[config.mk]
export PLATFORM = sky130hd
export DESIGN_NAME = mul_hilo_ctrl
export DESIGN_NICKNAME = d
export VERILOG_FILES = /design/src/rtl/mul_hilo_ctrl.sv
export SDC_FILE = /design/constraint.sdc
export NUM_CORES = 1
export LEC_CHECK = 0
export CAP_MARGIN = 0
export CORE_MARGIN = 4
export CORE_UTILIZATION = 49
export DETAILED_ROUTE_END_ITERATION = 8
export GPL_ROUTABILITY_DRIVEN = 0
export GPL_TIMING_DRIVEN = 0
export PLACE_DENSITY = 0.89
export REMOVE_ABC_BUFFERS = 1
export SLEW_MARGIN = 25
export SYNTH_ARGS = -nofsm -noshare
export SYNTH_HDL_FRONTEND = slang
export SYNTH_SLANG_ARGS = --single-unit
[constraint.sdc]
create_clock -name clk -period 4.1 [get_ports clk]
set_input_delay 0.615 -clock clk [delete_from_list [all_inputs] [get_ports clk]]
set_output_delay 0.615 -clock clk [all_outputs]
set_load 0.01 [all_outputs]
[src/rtl/mul_hilo_ctrl.sv]
`default_nettype none
// +----------------------------------------------------------------------------+
// | mul_hilo_ctrl: sequencer for the shared Booth multiplier and HI/LO owner.  |
// | Optional: MUL_CTRL_ZERO_BYPASS_EN (zero-operand requests skip the core).   |
// | Revision: 1.0                                                              |
// +----------------------------------------------------------------------------+
module mul_hilo_ctrl (
    input  logic        clk,
    input  logic        rst,
    input  logic        req_valid,
    output logic        req_ready,
    input  logic        req_signed,
    input  logic [31:0] req_a,
    input  logic [31:0] req_b,
    input  logic        flush,
    input  logic [1:0]  hilo_we,
    input  logic [31:0] hilo_wdata,
    output logic        busy,
    output logic        done_pulse,
    output logic [31:0] hi,
    output logic [31:0] lo,
    output logic        mul_rst_n,
    output logic [31:0] mul_a,
    output logic [31:0] mul_b,
    input  logic        mul_done,
    input  logic [63:0] mul_c
);

    localparam logic [1:0] c_ST_IDLE  = 2'd0;
    localparam logic [1:0] c_ST_START = 2'd1;
    localparam logic [1:0] c_ST_WAIT  = 2'd2;
    localparam logic [1:0] c_ST_FIX   = 2'd3;

    logic [1:0]  r_state;
    logic [1:0]  w_next;
    logic        r_live;
    logic        r_signed;
    logic [31:0] r_a;
    logic [31:0] r_b;
    logic [63:0] r_prod;
    logic [31:0] r_hi;
    logic [31:0] r_lo;
    logic        r_done;

    logic        w_accept;
    logic        w_zero;
    logic        w_abort;
    logic        w_commit;
    logic [63:0] w_corr;
    logic [63:0] w_fixed;

    // r_live holds req_ready low until the first edge after reset release.
    assign w_accept = r_live & (r_state == c_ST_IDLE) & req_valid & ~flush;
    assign w_abort  = flush & (r_state != c_ST_IDLE);
    assign w_commit = (r_state == c_ST_FIX) & ~flush;

`ifdef MUL_CTRL_ZERO_BYPASS_EN
    assign w_zero = (req_a == 32'd0) | (req_b == 32'd0);
`else
    assign w_zero = 1'b0;
`endif

    // Signed core product turned into the unsigned one by adding back the
    // cross terms the sign bits removed.
    assign w_corr  = (r_a[31] ? {r_b, 32'd0} : 64'd0) + (r_b[31] ? {r_a, 32'd0} : 64'd0);
    assign w_fixed = r_signed ? r_prod : (r_prod + w_corr);

    always_comb begin
        w_next = r_state;
        case (r_state)
            c_ST_IDLE:  if (w_accept) w_next = w_zero ? c_ST_FIX : c_ST_START;
            c_ST_START: w_next = c_ST_WAIT;
            c_ST_WAIT:  if (mul_done) w_next = c_ST_FIX;
            c_ST_FIX:   w_next = c_ST_IDLE;
            default:    w_next = c_ST_IDLE;
        endcase
        if (w_abort) w_next = c_ST_IDLE;
    end

    always_ff @(posedge clk or negedge rst) begin
        if (!rst) begin
            r_state  <= c_ST_IDLE;
            r_live   <= 1'b0;
            r_signed <= 1'b0;
            r_a      <= 32'd0;
            r_b      <= 32'd0;
            r_prod   <= 64'd0;
            r_done   <= 1'b0;
        end else begin
            r_state <= w_next;
            r_live  <= 1'b1;
            r_done  <= w_commit;
            if (w_accept) begin
                r_a      <= req_a;
                r_b      <= req_b;
                r_signed <= req_signed;
            end
            if (w_accept & w_zero) begin
                r_prod <= 64'd0;
            end else if ((r_state == c_ST_WAIT) & mul_done) begin
                r_prod <= mul_c;
            end
        end
    end

    // A product commit overrides a coincident MTHI/MTLO on both halves.
    always_ff @(posedge clk or negedge rst) begin
        if (!rst) begin
            r_hi <= 32'd0;
            r_lo <= 32'd0;
        end else if (w_commit) begin
            r_hi <= w_fixed[63:32];
            r_lo <= w_fixed[31:0];
        end else begin
            if (hilo_we[1]) r_hi <= hilo_wdata;
            if (hilo_we[0]) r_lo <= hilo_wdata;
        end
    end

    assign req_ready  = r_live & (r_state == c_ST_IDLE);
    assign busy       = (r_state != c_ST_IDLE);
    assign done_pulse = r_done;
    assign hi         = r_hi;
    assign lo         = r_lo;
    assign mul_a      = r_a;
    assign mul_b      = r_b;
    // Core is held in Init during reset, START, and any aborted cycle.
    assign mul_rst_n  = r_live & (r_state != c_ST_START) & ~w_abort;

endmodule
`default_nettype wire

======== Yosys cells after proc, flatten, opt, wreduce, memory -nomap -nowiden ========
Index checks and enable logic that the tools add are counted.
word-level totals
  register bits after elaboration ......... 197
  input port bits ......................... 168
  output and inout bits ................... 132
  logic and storage cells ................. 43
cells by class
  $add $sub $neg .......................... 2
  equal/unequal tests ..................... 6
  multiplexer cells ....................... 11
  bitwise logic cells ..................... 10
  reduce and logical (&&, ||, !) cells .... 5
operators with widths
  kind                                            count
  two-way mux 64 bit                              3
  adder 64 bit                                    2
  two-way mux 32 bit                              4
  AND 1 bit                                       8
  case mux 2 bit (4 select lines)                 1
  two-way mux 2 bit                               3
  != test 3 bit (second input constant)           2
  nonzero test 2 bit                              3
  == test 2 bit (second input constant)           2
  == test 2 x 1 -> 1 bit (second input constant)  1
  zero test 2 bit                                 1
  != test 2 x 1 -> 1 bit (second input constant)  1
  inverter 1 bit                                  2
  AND reduction 2 bit                             1

======== Longest topological paths before layout ========
Gate-level depths: netlist of the first run.
  depth after elaboration ................. 7
  mapped depth ............................ 16

======== Worst setup path after synthesis of the first run ========
Ideal clock, no wire load.
  path kind ............................... reg-to-reg
  start point ............................. register r_a[31] (netlist: mul_a[31])
  end point ............................... register r_hi[29] (netlist: hi[29])
  arrival time ............................ 3.339 ns
  slack ................................... 0.668 ns
  stages on the path, launching flop included .. 16
  buffers on the path ..................... 1
  cells stage by stage .................... dfrtp_1 > clkbuf_1 > and2_1 > fa_1 > ha_1 > inv_1 > fa_1 > nor2b_2 > o211ai_1 > a211o_1 > a21o_1 > o21bai_4 > a21oi_2 > o41ai_2 > xnor2_1 > a221oi_2
on the way
  cells in the longest elaborated chain, start to end .. 5
ends and longest elaborated chain
  element                 RTL line  source
  start, declared         38        logic [31:0] r_a;
  start signal, assigned  94        r_a <= req_a;
  two-way mux 64 bit      65        assign w_corr = (r_a[31] ? {r_b, 32'd0} : 64'd0) + (r_b[31] ? {r_a, 32'd0} : 64'd0);
  adder 64 bit            65
  adder 64 bit            66        assign w_fixed = r_signed ? r_prod : (r_prod + w_corr);
  two-way mux 64 bit      66
  two-way mux 32 bit      111       end else if (w_commit) begin
  end signal, assigned    112       r_hi <= w_fixed[63:32];
  end signal, assigned    115       if (hilo_we[1]) r_hi <= hilo_wdata;
  end, declared           41        logic [31:0] r_hi;
Every way passes these cells.
A chain may end at the register's enable or synchronous reset.

======== Final worst setup path of the first run ========
Ends and elaborated chain as after synthesis.

==> results of run 1 <==
## state kept, by name, summed over array words and instances (netlist names), 2 cells and up
register and flops:
mul_b 32, hi 32, lo 32, r_state 2, r_prod 64, mul_a 32
## repair_timing
action | in CTS | in global routing
endpoints found under the setup margin | 8 | 4
pin swaps | 0 | 1
gates resized for setup | 2 | 3
## cell families after synthesis
| logic type | after synthesis | synth area share, % |
|---|---|---|
| compound gates | 192 | 11.0 |
| xor+xnor | 28 | 2.25 |
| fa+ha+maj | 67 | 9.91 |
| buf+inv | 69 | 2.38 |
| flops | 197 | 45.3 |
| mux | 191 | 19.1 |
| other cells | 1 | 0.0344 |
| simple gates | 210 | 10.1 |
## layout by cell type (no fill, tap or decap), types with 4 or more instances in the layout
cell type	count
a211oi_1	20
a21boi_0	5
a21o_1	19
a21oi_1	45
and2_1	61
buf_12	4
buf_16	4
clkbuf_16	17
clkdlybuf4s50_1	296
clkinvlp_4	4
dfrtp_1	194
fa_1	32
ha_1	35
inv_1	17
inv_8	4
mux2_2	131
mux2i_1	60
nand2_1	67
nand2b_1	9
nand3_1	7
nand3b_1	4
nor2_1	30
nor2b_1	6
nor3b_1	5
o211ai_1	9
o21ai_0	67
xnor2_1	17
xor2_1	11
## critical path, cell delays in order (launching register included)
cell	delay (ns)
dfrtp_4	0.63
and2_1	0.21
fa_1	0.51
ha_1	0.18
inv_1	0.06
fa_1	0.41
nor2b_2	0.14
o211ai_1	0.16
a211o_1	0.34
a21o_1	0.23
o21bai_4	0.18
a21oi_2	0.10
o41ai_2	0.25
xnor2_1	0.16
a221oi_2	0.23
## report_power, final
group | internal [W] | switching, W | leakage [nW]
Sequential | 0.00287 | 0.000845 | 2.34
Combinational | 0.00393 | 0.00412 | 3.83
Clock | 0.000887 | 0.000840 | 0.283
## per-layer routing
layer	part of all wire [%]	GRT usage, %	wire length [um]
met3	5.3	3.96	1640
met1	42	34.1	13100
met2	50	42.5	15600
met5	0	0	0
met4	2.5	7.54	792
## path summary, 6_finish.rpt
check                           from    endpoint  slack [ns]
min in group clk           r_prod[7]       lo[7]        0.48
max                        mul_a[31]      hi[29]        0.21
max in group asynchronous        rst  r_prod[19]        3.24
min                              rst      r_live        0.12
max reg2reg                mul_a[31]      hi[29]        0.21
min reg2reg                r_prod[7]       lo[7]        0.48
## through the flow
step / setup TNS, ns / cells
floorplan: 0 / 904
global placement: -1201.09 / 1483
detailed placement: -0.199 / 1496
CTS: 0 / 1528
global route: 0 / 1530
finish: 0 / 1531
## layout make-up
cell class                      count  area, um2
Fill cell                        1561       6900
Multi-Input combinational cell    689       5710
Sequential cell                   197       4940
Timing Repair Buffer              312       3240
Clock buffer                       18        439
Tap cell                          280        350
Clock inverter                     14        164
Inverter                           18       70.1
Antenna cell                        3       7.51
==> impl_results.md, run 1 <==
- Post-route setup slack: 0.206 ns
- Slew @ Worst Pin: 0.598 ns
- Hold WS: 0.121 ns
- Pwr dens: 903 nW/um2
- Final hold vios: 0
- Area after DPL: 14,300 um2
- RSZ-0062 raised after global routing: no
- Max clock buf depth: 2
- IO Port Bufs: 299
- FMAX: 0.257 GHz
- All-Layer GR Usage: 25.3%
- DIE AREA: 24,700 um2
- Most common cell in the netlist: dfrtp_1
- Power Total: 0.0135 W
- WL final: 31,200 um
- DR DRC count: 0
- Area contributors post-synth: dfrtp_1 45%, mux2_2 14%, fa_1 5.9%, mux2i_1 5.5%, ha_1 4.0%
- Worst slew margin: 60.1%
- Horiz. Die Dim: 157 um
- Area Overhead vs Synth: 37.1%
- Maxcap violations: 0
- Worst slack, placed: -0.101 ns
- Core box area: 21,800 um2
- Detail Placement HPWL: 23,300 um
- Synth top area share: 45.3%
- Top Ports: 300
- Row cnt: 54
- CP arrival: 4.24 ns
- Critical path endpoint category: flip-flop
- Routed Antenna Nets: 0
- Hold buffer count at cts: 0
- Period minus WS final: 3.89 ns
- EDFF count, synth: 0
- Initial Utilization: 49.9%
- Clock slew at reported path FFs: 0.08 ns
- DR vias/cell: 5.63
- FF+latch count, synth: 197
- Vias in the first global route: 9,157
- Skew-Pair Late Insertion Delay: 0.44 ns
- Setup Fix Bufs, Post-CTS: 0
- Critical path class: flip-flop to flip-flop
- DR WL/cell: 20.4 um
- Die Y-Extent: 157 um
- Worst EP required: 4.45 ns
- Cell count of the worst reg-to-reg path: 14
- TritonCTS clock tree: done
- Clock root buffer: clkbuf_16
- Cell Area, Synth: 10,900 um2
- Ys flop type: dfrtp_1
- Syn avg cell area: 11.4 um2
- Initial DRT Pass Iterations: 5
- Initial DRC Count: 558
- First-pass GRT wire length: 49,500 um
- Sinks on the clock net: 197
- Num CTS Buffers: 17
- Post-Synthesis Cells: 955
- GRT overflow: 0
- Largest net degree at the start of global routing: 73
- Hold Path Class: input port to async pin
- Outcome: finished clean
- Via count: 8,622
- Util after Layout: 68.4%
- Worst Path Max Fanout: 33
- # setup viols final: 0
- Crit share post-route: 95.0%
- Initial antenna violation count: 2
- NumNets Final: 1,470
- Max-slew violations: 0
- Cell taking the most area after synthesis: dfrtp_1
- Top cells by count, synth: 197 x dfrtp_1, 131 x mux2_2, 68 x nand2_1
- YS warnings: 0
- Peak supply drop: 482 uV
- Leak Pwr: 6.46 nW
- Final instance area: 14,900 um2
- CTS H-tree depth: 4
- Ys async rst share: 100%
- Startpoint class of the critical path: flip-flop
- Yosys cell types: 54
- Share of cells above drive strength 1: 15.6%
- Sequential cell area fraction in the yosys report: 45.3%
- Clock skew: 0.0122 ns
(Power assumes the default switching activity.)
==> run 2, diff against run 1 <==
CORE_UTILIZATION = 50   (was 49)
CTS_BUF_LIST = sky130_fd_sc_hd__clkbuf_4   (was not set)
PLACE_DENSITY = 0.91   (was 0.89)
SLEW_MARGIN = 30   (was 25)
==> impl_results.md, run 2 (synthesis gave the netlist of run 1 again) <==
- Outcome: finished clean
- Clock root buffer: clkbuf_4
- FMAX: 0.258 GHz
- IO Port Bufs: 299
- Via count: 8,617
- DIE AREA: 24,200 um2
- Initial antenna violation count: 2
- Vias in the first global route: 9,075
- CP arrival: 4.42 ns
- Fin cells: 1,533
- Row cnt: 53
- Worst slew margin: 56.3%
- Max-slew violations: 0
- First-pass GRT wire length: 48,700 um
- Largest net degree at the start of global routing: 74
- Core box area: 21,200 um2
- Worst Path Max Fanout: 16
- Initial DRT Pass Iterations: 5
- RSZ-0062 raised after global routing: no
- Startpoint class of the critical path: flip-flop
- Fillers: 1,520
- All-Layer GR Usage: 25.5%
- WL final: 31,200 um
- Initial DRC Count: 713
- Max FFs per register: 64
- Hold Path Class: input port to async pin
- Biggest register: r_prod
- GRT overflow: 0
- Critical path endpoint category: flip-flop
- Final hold vios: 0
- Worst EP required: 4.64 ns
- Horiz. Die Dim: 156 um
- Most common cell after layout, fill and taps aside: clkdlybuf4s50_1
- Period minus WS final: 3.88 ns
- Detail Placement HPWL: 23,200 um
- Max clock buf depth: 2
- Pwr dens: 872 nW/um2
- Clock slew at reported path FFs: 0.17 ns
- Maxcap violations: 0
- TritonCTS clock tree: done
- Fin Setup TNS: 0 ns
- Most frequent cells in the layout: 296 x clkdlybuf4s50_1, 194 x dfrtp_1, 131 x mux2_2
- Skew-Pair Late Insertion Delay: 0.63 ns
- Crit share post-route: 94.6%
- Sinks on the clock net: 197
- Initial Utilization: 51.3%
- # setup viols final: 0
- DR vias/cell: 5.62
- CTS H-tree depth: 4
- Routed Antenna Nets: 0
- DR WL/cell: 20.4 um
- Final instance area: 14,600 um2
- Die Y-Extent: 156 um
- DR DRC count: 0
- Area after DPL: 14,300 um2
- Top Ports: 300
- NumNets Final: 1,478
- Slew @ Worst Pin: 0.655 ns
- Placed Cells: 1,489
- Area Overhead vs Synth: 34.4%
- Clock skew: 0.0437 ns
- Share of cells above drive strength 1: 15.9%
- Num CTS Buffers: 17
- Critical path class: flip-flop to flip-flop
- Hold WS: 0.486 ns
- Peak supply drop: 392 uV
- Leak Pwr: 6.34 nW
- Power Total: 0.0128 W
==> run 2: path summary, 6_finish.rpt <==
check	startpoint	end	slack, ns	cells past startpoint
setup reg to reg	mul_a[31]	hi[29]	0.22	16
hold reg to reg	r_prod[30]	lo[30]	0.49	2
setup / recovery	mul_a[31]	hi[29]	0.22	16
min in group clk	r_prod[30]	lo[30]	0.49	2
max in group asynchronous	rst	r_prod[58]	2.89	3
hold / removal	rst	mul_a[31]	0.49	2
==> run 2: cell type report <==
class	count	area, um2	area share, %
diodes	2	5.00	0.0342
clock inverters	15	144	0.984
flip-flops and latches	197	4940	33.8
clock buffers	17	128	0.872
multi-input cells	689	5710	39.0
repair buffers	320	3290	22.5
well taps	275	344	2.35
inverters	18	70.1	0.479
==> run 2: repair_timing <==
action	4_1_cts	5_1_grt
pin swaps	0	0
hold buffers	1	0
setup buffers	0	9
endpoints found under the setup margin	15	9
endpoints found under the hold margin	54	0
gates resized for setup	2	2
gates cloned	0	0
==> run 2: critical path: stages, from the launching register on <==
cell and delay, ns:
dfrtp_4 0.54, buf_8 0.21, nand2_1 0.09, fa_1 0.38, inv_1 0.07, ha_1 0.17, inv_1 0.06, fa_1 0.43
nor2b_2 0.15, o211ai_1 0.16, a211o_1 0.35, a21o_1 0.24, o21bai_4 0.19, a21oi_2 0.09, o41ai_2 0.29, xnor2_1 0.15
a221oi_2 0.22
==> run 2: power by group <==
part           internal, W  total [W]  switching [W]
sequential         0.00286    0.00367       0.000815
combinational      0.00397    0.00806        0.00409
clock             0.000265    0.00102       0.000759
total              0.00709     0.0128        0.00567
==> run 2: per-stage QoR <==
stage	utilization, %	worst slack [ns]
6_report	68.9	0.222
5_1_grt	68.9	0.00952
4_1_cts	68.5	0.0694
3_5_place_dp	67.2	-0.208
3_3_place_gp	66.1	-5.85
2_1_floorplan	-	0.554
==> run 2: routing by layer <==
metal  global-route usage, %  routed length (um)  up-vias
met3                    4.83                1890       87
met5                       0                   0        -
li1                        -                   -     3936
met1                    33.6               13000     4240
met2                    41.9               15000      354
met4                    10.4                1280        0
==> run 3, diff against run 2 <==
clock period = 4.4 ns   (was 4.1 ns; I/O delays follow)
==> impl_results.md, run 3 (synthesis gave the netlist of run 1 again) <==
- DR WL/cell: 20.1 um
- Vias in the first global route: 9,076
- Worst slew margin: 55.5%
- CP endpoint: hi[29]
- Peak supply drop: 365 uV
- Core box area: 21,200 um2
- R2r setup slk: 0.36 ns
- Top cell by count, worst path: fa_1
- Crit-path leading delay family: compound AO/OA/AOI/OAI gates
- R2R Path End: hi[29]
- Via count: 8,607
- Outcome: finished clean
- Critical path class: flip-flop to flip-flop
- CTS H-tree depth: 4
- Maxcap violations: 0
- M2 GR Usage: 41.9%
- GRT overflow: 0
- GR Util met1: 33.6%
- Share of cells above drive strength 1: 15.3%
- # setup viols final: 0
- Crit path from: mul_a[31]
- Clock skew: 0.0387 ns
- Num CTS Buffers: 17
- Final instance area: 14,500 um2
- Max FFs per register: 64
- Slew @ Worst Pin: 0.667 ns
- Area Overhead vs Synth: 33.6%
- Max clock buf depth: 2
- Placed Cells: 1,489
- Setup Fix Bufs, Post-CTS: 0
- Pwr dens: 809 nW/um2
- Highest-delay cell along the critical path: dfrtp_2
- Initial Utilization: 51.3%
- All-Layer GR Usage: 25.5%
- Cell count of the worst reg-to-reg path: 14
- DR vias/cell: 5.65
- Detail Placement HPWL: 23,200 um
- GRT met3 Usage: 4.83%
- Biggest register: r_prod
- Sinks on the clock net: 197
- Worst EP required: 4.94 ns
- Routed Antenna Nets: 0
- NumNets Final: 1,469
- Period minus WS final: 4.04 ns
- Leak Pwr: 6.29 nW
- Worst r2r src: mul_a[31]
- Skew-Pair Late Insertion Delay: 0.62 ns
- Die Y-Extent: 156 um
- TritonCTS clock tree: done
- Top Ports: 300
- Most common cell after layout, fill and taps aside: clkdlybuf4s50_1
- First-pass GRT wire length: 48,700 um
- Initial DRT Pass Iterations: 5
- Horiz. Die Dim: 156 um
- Final hold vios: 0
- Clock slew at reported path FFs: 0.18 ns
- Area after DPL: 14,300 um2
- Most frequent cells in the layout: 296 x clkdlybuf4s50_1, 194 x dfrtp_1, 131 x mux2_2
- Cell Chain, Critical Path: and2_1, fa_1, ha_1, inv_1, fa_1, nor2b_2, o211ai_1, a211o_1, a21o_1, o21bai_4, a21oi_2, o41ai_2, xnor2_1, a221oi_2
- Startpoint class of the critical path: flip-flop
- Crit path depth: 14
- Worst Path Max Fanout: 33
- Max-slew violations: 0
- Power Total: 0.0118 W
- Initial DRC Count: 720
- Worst path bufs/invs: 1
- Row cnt: 53
- Fin cells: 1,524
- Util after Layout: 68.5%
- Resized cells post-CTS: 0
- FMAX: 0.248 GHz
- DR DRC count: 0
- Largest net degree at the start of global routing: 74
- Grt peak-use layer: met2
- Hold WS: 0.493 ns
- WL final: 30,700 um
- Hold Path Class: flip-flop to flip-flop
- Crit share post-route: 91.8%
- Initial antenna violation count: 1
- Critical path endpoint category: flip-flop
- Clock root buffer: clkbuf_4
- CP arrival: 4.57 ns
- RSZ-0062 raised after global routing: no
- Worst stage delay on the critical path: 0.68 ns
- IO Port Bufs: 299
- DIE AREA: 24,200 um2
## run 3: changes by cell type in the layout (fill, tap and decap cells not counted), sizes merged
cell and delta:
buf -9
## run 3: where the power goes
| part | internal [W] | switching [W] |
|---|---|---|
| combinational | 0.00363 | 0.00370 |
| clock | 0.000247 | 0.000705 |
| sequential | 0.00265 | 0.000824 |
## run 3: per-layer routing
metal	up-vias	part of all wire [%]	routed length [um]
met5	-	0	0
met4	0	3.7	1150
met3	81	5.8	1790
met2	345	48	14900
met1	4255	42	12900
li1	3926	-	-
## run 3: timing repair
| action | in CTS | in global routing |
|---|---|---|
| hold buffers | 1 | 0 |
| endpoints found under the hold margin | 54 | 0 |
| setup endpoints to repair | 0 | 0 |
## run 3: through the flow
step | setup WS, ns | setup TNS, ns
finish | 0.361 | 0
floorplan | 0.854 | 0
global placement | -5.59 | -1155.79
detailed placement | 0.0925 | 0
CTS | 0.0382 | 0
global route | 0.110 | 0
## run 3: layout make-up
cell class | instances | area [um2]
repair buffers | 311 | 3210
clock buffers | 17 | 128
multi-input cells | 689 | 5710
flip-flops and latches | 197 | 4940
clock inverters | 15 | 144
inverters | 18 | 70.1
fillers | 1530 | 6680
well taps | 275 | 344
diodes | 2 | 5.00
## run 3: worst min path at each step
stage / slack, ns / endpoint / startpoint / cells after the start
6_report: 0.49 / lo[15] / r_prod[15] / 2
2_1_floorplan: 0.36 / done_pulse / rst / 0
5_1_grt: 0.52 / lo[12] / r_prod[12] / 2
3_5_place_dp: 0.47 / lo[15] / r_prod[15] / 2
3_3_place_gp: 0.45 / lo[16] / r_prod[16] / 2
4_1_cts: 0.50 / lo[15] / r_prod[15] / 2
## run 3: tightest hold or removal path: cells and delay by family, from the launching register on
family	cells	cell delay [ns]
AOI/OAI and AO/OA	1	0.06
DFF	1	0.38
and+or+nand+nor	1	0.05
